--- config.mk ---
export PLATFORM = sky130hd
export DESIGN_NAME = safe_lockout_ctrl
export DESIGN_NICKNAME = d
export VERILOG_FILES = /design/src/rtl/safe_pkg.sv /design/src/rtl/safe_down_timer.sv /design/src/rtl/safe_lockout_ctrl.sv
export SDC_FILE = /design/constraint.sdc
export NUM_CORES = 1
export LEC_CHECK = 0
export BUFFER_PORTS_ARGS = -buffer_cell sky130_fd_sc_hd__buf_4
export CAP_MARGIN = 20
export CORE_MARGIN = 2
export CORE_UTILIZATION = 60
export DETAILED_ROUTE_END_ITERATION = 8
export PLACE_DENSITY = 0.89
export SYNTH_ARGS = -nofsm -noshare
export SYNTH_HDL_FRONTEND = slang
export SYNTH_HIERARCHICAL = 1
export SYNTH_SLANG_ARGS = --single-unit
export TNS_END_PERCENT = 100
--- constraint.sdc ---
create_clock -name clk -period 2.79 [get_ports clk]
set_input_delay 0.558 -clock clk [delete_from_list [all_inputs] [get_ports clk]]
set_output_delay 0.558 -clock clk [all_outputs]
set_load 0.03 [all_outputs]
--- src/rtl/safe_pkg.sv ---
// ============================================================================
// Module : safe_pkg
// Brief  : Shared types and default constants for the digital-safe datapath.
// Rev    : 1.0  initial release
// ============================================================================
`default_nettype none

package safe_pkg;

  typedef enum logic [1:0] {
    LOCKED  = 2'd0,
    OPEN    = 2'd1,
    LOCKOUT = 2'd2
  } lk_state_t;

  localparam int c_MAX_FAILS_DFLT      = 3;
  localparam int c_OPEN_CYCLES_DFLT    = 250000000;
  localparam int c_LOCKOUT_CYCLES_DFLT = 1500000000;
  localparam int c_ALARM_LOCKOUTS_DFLT = 2;

  // Code length used by the upstream serial code-checker.
  localparam int c_N = 4;

  function automatic int safe_max(input int a, input int b);
    return (a > b) ? a : b;
  endfunction

endpackage

`default_nettype wire

--- src/rtl/safe_down_timer.sv ---
// ============================================================================
// Module : safe_down_timer
// Brief  : Loadable down-counter that stops at zero; expired flags zero.
// Rev    : 1.0  initial release
// ============================================================================
`default_nettype none

module safe_down_timer #(
  parameter int WIDTH = 8
) (
  input  logic             clk,
  input  logic             rstn,
  input  logic             load,
  input  logic [WIDTH-1:0] load_val,
  output logic             expired
);

  logic [WIDTH-1:0] r_count;

  always_ff @(posedge clk) begin
    if (!rstn) begin
      r_count <= '0;
    end else if (load) begin
      r_count <= load_val;
    end else if (r_count != '0) begin
      r_count <= r_count - 1'b1;
    end
  end

  assign expired = (r_count == '0);

endmodule

`default_nettype wire

--- src/rtl/safe_lockout_ctrl.sv ---
// ============================================================================
// Module : safe_lockout_ctrl
// Brief  : Latch drive, consecutive-failure counting and timed lockout for the
//          safe. Optional escalation alarm built when SAFE_ALARM_EN is defined.
// Rev    : 1.0  initial release
// ============================================================================
`default_nettype none

module safe_lockout_ctrl
  import safe_pkg::*;
#(
  parameter int MAX_FAILS      = c_MAX_FAILS_DFLT,
  parameter int OPEN_CYCLES    = c_OPEN_CYCLES_DFLT,
  parameter int LOCKOUT_CYCLES = c_LOCKOUT_CYCLES_DFLT,
  parameter int ALARM_LOCKOUTS = c_ALARM_LOCKOUTS_DFLT
) (
  input  logic                           clk,
  input  logic                           rstn,
  input  logic                           unlock_valid,
  input  logic                           unlock,
  input  logic                           incorrect,
  input  logic                           relock_req,
  output logic                           latch_open,
  output logic                           accept_en,
  output logic                           locked_out,
  output logic [$clog2(MAX_FAILS+1)-1:0] fail_count,
  output logic                           alarm
);

  localparam int c_FW = $clog2(MAX_FAILS + 1);
  localparam int c_TW = $clog2(safe_max(safe_max(OPEN_CYCLES, LOCKOUT_CYCLES), 2));

  if (MAX_FAILS < 1 || ALARM_LOCKOUTS < 1 || OPEN_CYCLES < 1 || LOCKOUT_CYCLES < 1)
  begin : g_param_check
    $error("safe_lockout_ctrl: all count parameters must be >= 1");
  end

  lk_state_t        r_state;
  lk_state_t        w_state_nxt;
  logic             r_ok_prev;
  logic             r_fail_prev;
  logic             w_ok_lvl;
  logic             w_ok_ev;
  logic             w_fail_ev;
  logic [c_FW-1:0]  r_fail_count;
  logic [c_FW-1:0]  w_fail_nxt;
  logic             w_tmr_load;
  logic [c_TW-1:0]  w_tmr_val;
  logic             w_tmr_expired;

  assign w_ok_lvl  = unlock_valid & unlock;
  assign w_ok_ev   = w_ok_lvl & ~r_ok_prev;
  assign w_fail_ev = incorrect & ~r_fail_prev;

  always_ff @(posedge clk) begin
    if (!rstn) begin
      r_state      <= LOCKED;
      r_fail_count <= '0;
      r_ok_prev    <= 1'b0;
      r_fail_prev  <= 1'b0;
    end else begin
      r_state      <= w_state_nxt;
      r_fail_count <= w_fail_nxt;
      r_ok_prev    <= w_ok_lvl;
      r_fail_prev  <= incorrect;
    end
  end

  always_comb begin
    w_state_nxt = r_state;
    w_fail_nxt  = r_fail_count;
    w_tmr_load  = 1'b0;
    w_tmr_val   = '0;
    case (r_state)
      LOCKED: begin
        // A simultaneous fail is dropped: a good code always wins.
        if (w_ok_ev) begin
          w_state_nxt = OPEN;
          w_fail_nxt  = '0;
          w_tmr_load  = 1'b1;
          w_tmr_val   = c_TW'(OPEN_CYCLES - 1);
        end else if (w_fail_ev) begin
          w_fail_nxt = r_fail_count + 1'b1;
          if (w_fail_nxt == c_FW'(MAX_FAILS)) begin
            w_state_nxt = LOCKOUT;
            w_tmr_load  = 1'b1;
            w_tmr_val   = c_TW'(LOCKOUT_CYCLES - 1);
          end
        end
      end
      OPEN: begin
        if (relock_req) begin
          w_state_nxt = LOCKED;
          w_tmr_load  = 1'b1;
        end else if (w_tmr_expired) begin
          w_state_nxt = LOCKED;
        end
      end
      LOCKOUT: begin
        if (w_tmr_expired) begin
          w_state_nxt = LOCKED;
          w_fail_nxt  = '0;
        end
      end
      default: w_state_nxt = LOCKED;
    endcase
  end

  always_comb begin
    latch_open = 1'b0;
    accept_en  = 1'b0;
    locked_out = 1'b0;
    case (r_state)
      LOCKED:  accept_en  = 1'b1;
      OPEN:    latch_open = 1'b1;
      LOCKOUT: locked_out = 1'b1;
      default: accept_en  = 1'b0;
    endcase
  end

  assign fail_count = r_fail_count;

  safe_down_timer #(
    .WIDTH(c_TW)
  ) u_timer (
    .clk      (clk),
    .rstn     (rstn),
    .load     (w_tmr_load),
    .load_val (w_tmr_val),
    .expired  (w_tmr_expired)
  );

`ifdef SAFE_ALARM_EN
  localparam int c_AW = $clog2(ALARM_LOCKOUTS + 1);

  logic [c_AW-1:0] r_lo_cnt;
  logic            r_alarm;
  logic            w_lockout_entry;

  assign w_lockout_entry = (r_state == LOCKED) && (w_state_nxt == LOCKOUT);

  // Expiry of a lockout deliberately leaves the escalation history intact.
  always_ff @(posedge clk) begin
    if (!rstn) begin
      r_lo_cnt <= '0;
      r_alarm  <= 1'b0;
    end else if ((r_state == LOCKED) && w_ok_ev) begin
      r_lo_cnt <= '0;
      r_alarm  <= 1'b0;
    end else if (w_lockout_entry && (r_lo_cnt != c_AW'(ALARM_LOCKOUTS))) begin
      r_lo_cnt <= r_lo_cnt + 1'b1;
      r_alarm  <= ((r_lo_cnt + 1'b1) == c_AW'(ALARM_LOCKOUTS));
    end
  end

  assign alarm = r_alarm;
`else
  assign alarm = 1'b0;
`endif

endmodule

`default_nettype wire
==> results.toml <==
[yosys]
ys_top_cells_by_count = "37 x dfxtp_1, 31 x nand2_1, 26 x o21ai_0"
syn_area_um2 = 2039
async_flop_share = 0
synth_fa_ha_area_frac = 0.01227
synthCells = 241
synth_edf_count = 0
synth.distinct_cells = 48
yosysMostFrequentCell = "dfxtp_1"
ys_warn_count = 6
yosysTopAreaCell = "dfxtp_1"
synthMuxAreaShare = 0.009816
synth.avg_cell_area_um2 = 8.462
ys.flop_type = "dfxtp_1"
seq_area_frac_synth = 0.3632
synth_area_leaders = "dfxtp_1 36%, xnor2_1 7.3%, o21ai_0 6.4%"
synth_top_area_share = 0.3632
synth-simple-area-share = 0.3393
synth-seq-cells = 37
synth_top_family_by_area = "simple AND/OR/NAND/NOR gates"
synth_compound_area_frac = 0.1454
synth_xor_area_frac = 0.09877

[clocking]
worstSkewPairLatency_ps = 350
clkSlewWorstSetupHoldPaths_ps = 120
cts_made_buffers = 5
h-tree-depth = 2
postCtsSetupRepairBufs = 0
cts_sinks = 37
ctsRootBufferMaster = "clkbuf_4"
cts-resized-gates = 0
cts_tree = "built"
cts_hold_buf = 0
cts_buffer_depth = 2

[setup_path]
slowest_stage = "or3b_2"
path_cells = "inv_1 -> ha_1 -> or3b_2 -> or3_4 -> or4_4 -> o31a_1 -> a22oi_2"
cp.arrival_ps = 2730
critPathLaunchType = "flip-flop"
crit_type = "reg2reg"
worstPathMaxFanout = 6
crit_path_end_kind = "flip-flop"
r2r_end = "u_timer/r_count[28]$_SDFFE_PN0P_"
rr_startpoint = "u_timer/r_count[0]$_SDFFE_PN0P_"
cp.required_ps = 3070
r2r_cells = 7
reg2reg_slack_ps = 340
crit_buf_inv = 1
slowest_delay_ps = 510
cp_top_family = "simple AND/OR/NAND/NOR gates"

[placement]
placed_cell_area_um2 = 2191
routabilityCongestion = 0.8080
place_hpwl_um = 2932
port_buffers = 10

[pwr]
p_int_uw = 1555
powerDensity_nw_per_um2 = 1249
seqPwrFrac = 0.342
p_leak_uw = 0.0008314
p_sw_uw = 1269
total_power_uw = 2824
clkPwrFrac = 0.117
p_comb_frac = 0.542
p_sw_frac = 0.4494
vdd_ir_drop_max_v = 0.0007507

[layout]
drive_gt1_frac = 0.1379
syn_to_final_growth_pct = 10.86
fin_area_um2 = 2261
fin_nets = 268
diodes = 0

[timing]
final.min_clock_period_ps = 2452
final.setup.tns_ps = 0
finalSetupViolations = 0
fin_hold_ws_ps = 425.9
slew_viol_final = 0
skew_ps = 11.10
max_freq_mhz = 407.8
tightestPinTransition_ps = 795.5
fin_crit_sh = 0.8789
max_slew_margin = 0.4648
final-hold-violation-count = 0
rsz0062_at_grt = "false"

[global_route]
antenna_found_initial = 0
grt.total_usage = 0.2396
first_global_vias = 1642
grt_pass1_wl_um = 7465
grt_max_degree = 24
grt_remaining_overflow = 0

[die]
num_rows = 21
die_area_um2 = 3881
initial_core_util = 0.6160
die_width_um = 62.30
die_h_um = 62.30
ios = 12
coreArea_um2 = 3311

[drt]
post-route-drc-count = 0
drt_iter0_drc = 100
drtAntennaViolNets = 0
first_pass_iters = 4
wl_um = 4358
routedWlPerCell_um = 14.20
viasPerCell = 5.857
via_count = 1798

[hold_path]
holdCritStartpoint = "incorrect"
holdPathStages = 2
holdCritPathClass = "in2reg"
hold_end = "r_fail_prev$_SDFF_PN0_"

[status]
status = "finished clean"

[run]
max_cap_viol_count = 0
## metal layers
layer | up-vias | part of all wire | GRT usage
li1 | 910 | - | -
met3 | 5 | 0.055 | 0.05616
met4 | 0 | 0.013 | 0.06667
met1 | 838 | 0.45 | 0.3137
met2 | 45 | 0.48 | 0.3981
met5 | - | 0 | 0
## sequential cells by signal (all words and copies together), names as in the netlist
name / cells
r_fail_prev: 1
r_ok_prev: 1
fail_count: 2
r_state: 2
u_timer/r_count: 31
## cell usage in the layout (no fill, tap or decap), types with 3 or more instances in the layout
cell,instances
a21oi_1,4
o21ai_1,3
nor4_1,10
nand4_1,7
or3_1,4
conb_1,6
inv_1,6
dfxtp_1,37
and2_1,7
or4_1,8
buf_4,15
nand2b_1,4
nor3_1,11
nand3_1,4
xnor2_1,17
clkbuf_4,5
o31ai_1,3
nand4b_1,3
nor2_1,9
nand2_1,31
o21ai_0,26
xor2_1,6
## through the flow
step / std cells / worst slack [ps] / util
3_5_place_dp: 299 / 377.5 / 0.6618
5_1_grt: 307 / 174.4 / 0.6829
3_3_place_gp: 299 / 455.7 / 0.6618
4_1_cts: 307 / 351.9 / 0.6829
2_1_floorplan: 246 / 504.6 / -
6_report: 307 / 337.9 / 0.6829
## worst max path at each step
stage,cells past startpoint,from,slack [ps],end
after global routing,7,u_timer/r_count[0]$_SDFFE_PN0P_,170,u_timer/r_count[27]$_SDFFE_PN0P_
final,7,u_timer/r_count[0]$_SDFFE_PN0P_,340,u_timer/r_count[28]$_SDFFE_PN0P_
after global placement,7,u_timer/r_count[0]$_SDFFE_PN0P_,460,u_timer/r_count[28]$_SDFFE_PN0P_
after CTS,7,u_timer/r_count[0]$_SDFFE_PN0P_,350,u_timer/r_count[14]$_SDFFE_PN0P_
after detailed placement,7,u_timer/r_count[0]$_SDFFE_PN0P_,380,u_timer/r_count[13]$_SDFFE_PN0P_
after floorplan,7,u_timer/r_count[0]$_SDFFE_PN0P_,500,u_timer/r_count[28]$_SDFFE_PN0P_
## power by group through the flow
| stage | clock network [µW] | registers, µW | logic, µW |
|---|---|---|---|
| after floorplan | 0 | 906 | 1200 |
| after global placement | 0 | 961 | 1470 |
| after detailed placement | 0 | 973 | 1510 |
| after CTS | 337 | 960 | 1520 |
| after global routing | 359 | 993 | 1680 |
| final | 330 | 965 | 1530 |
## kinds of logic after synthesis
logic type	after synthesis
compound gates	46
xor+xnor	23
fa+ha+maj	2
buf+inv	14
flops	37
mux	2
other cells	1
simple gates	116
## cell type report
| type | instances | area [µm²] |
|---|---|---|
| Clock buffer | 7 | 65.06 |
| Sequential cell | 37 | 740.7 |
| Timing Repair Buffer | 15 | 112.6 |
| Clock inverter | 1 | 5.005 |
| Inverter | 6 | 22.52 |
| Multi-Input combinational cell | 195 | 1257 |
| Fill cell | 290 | 1050 |
| Tap cell | 46 | 57.56 |
No activity file was read; power rests on OpenSTA's default activity.
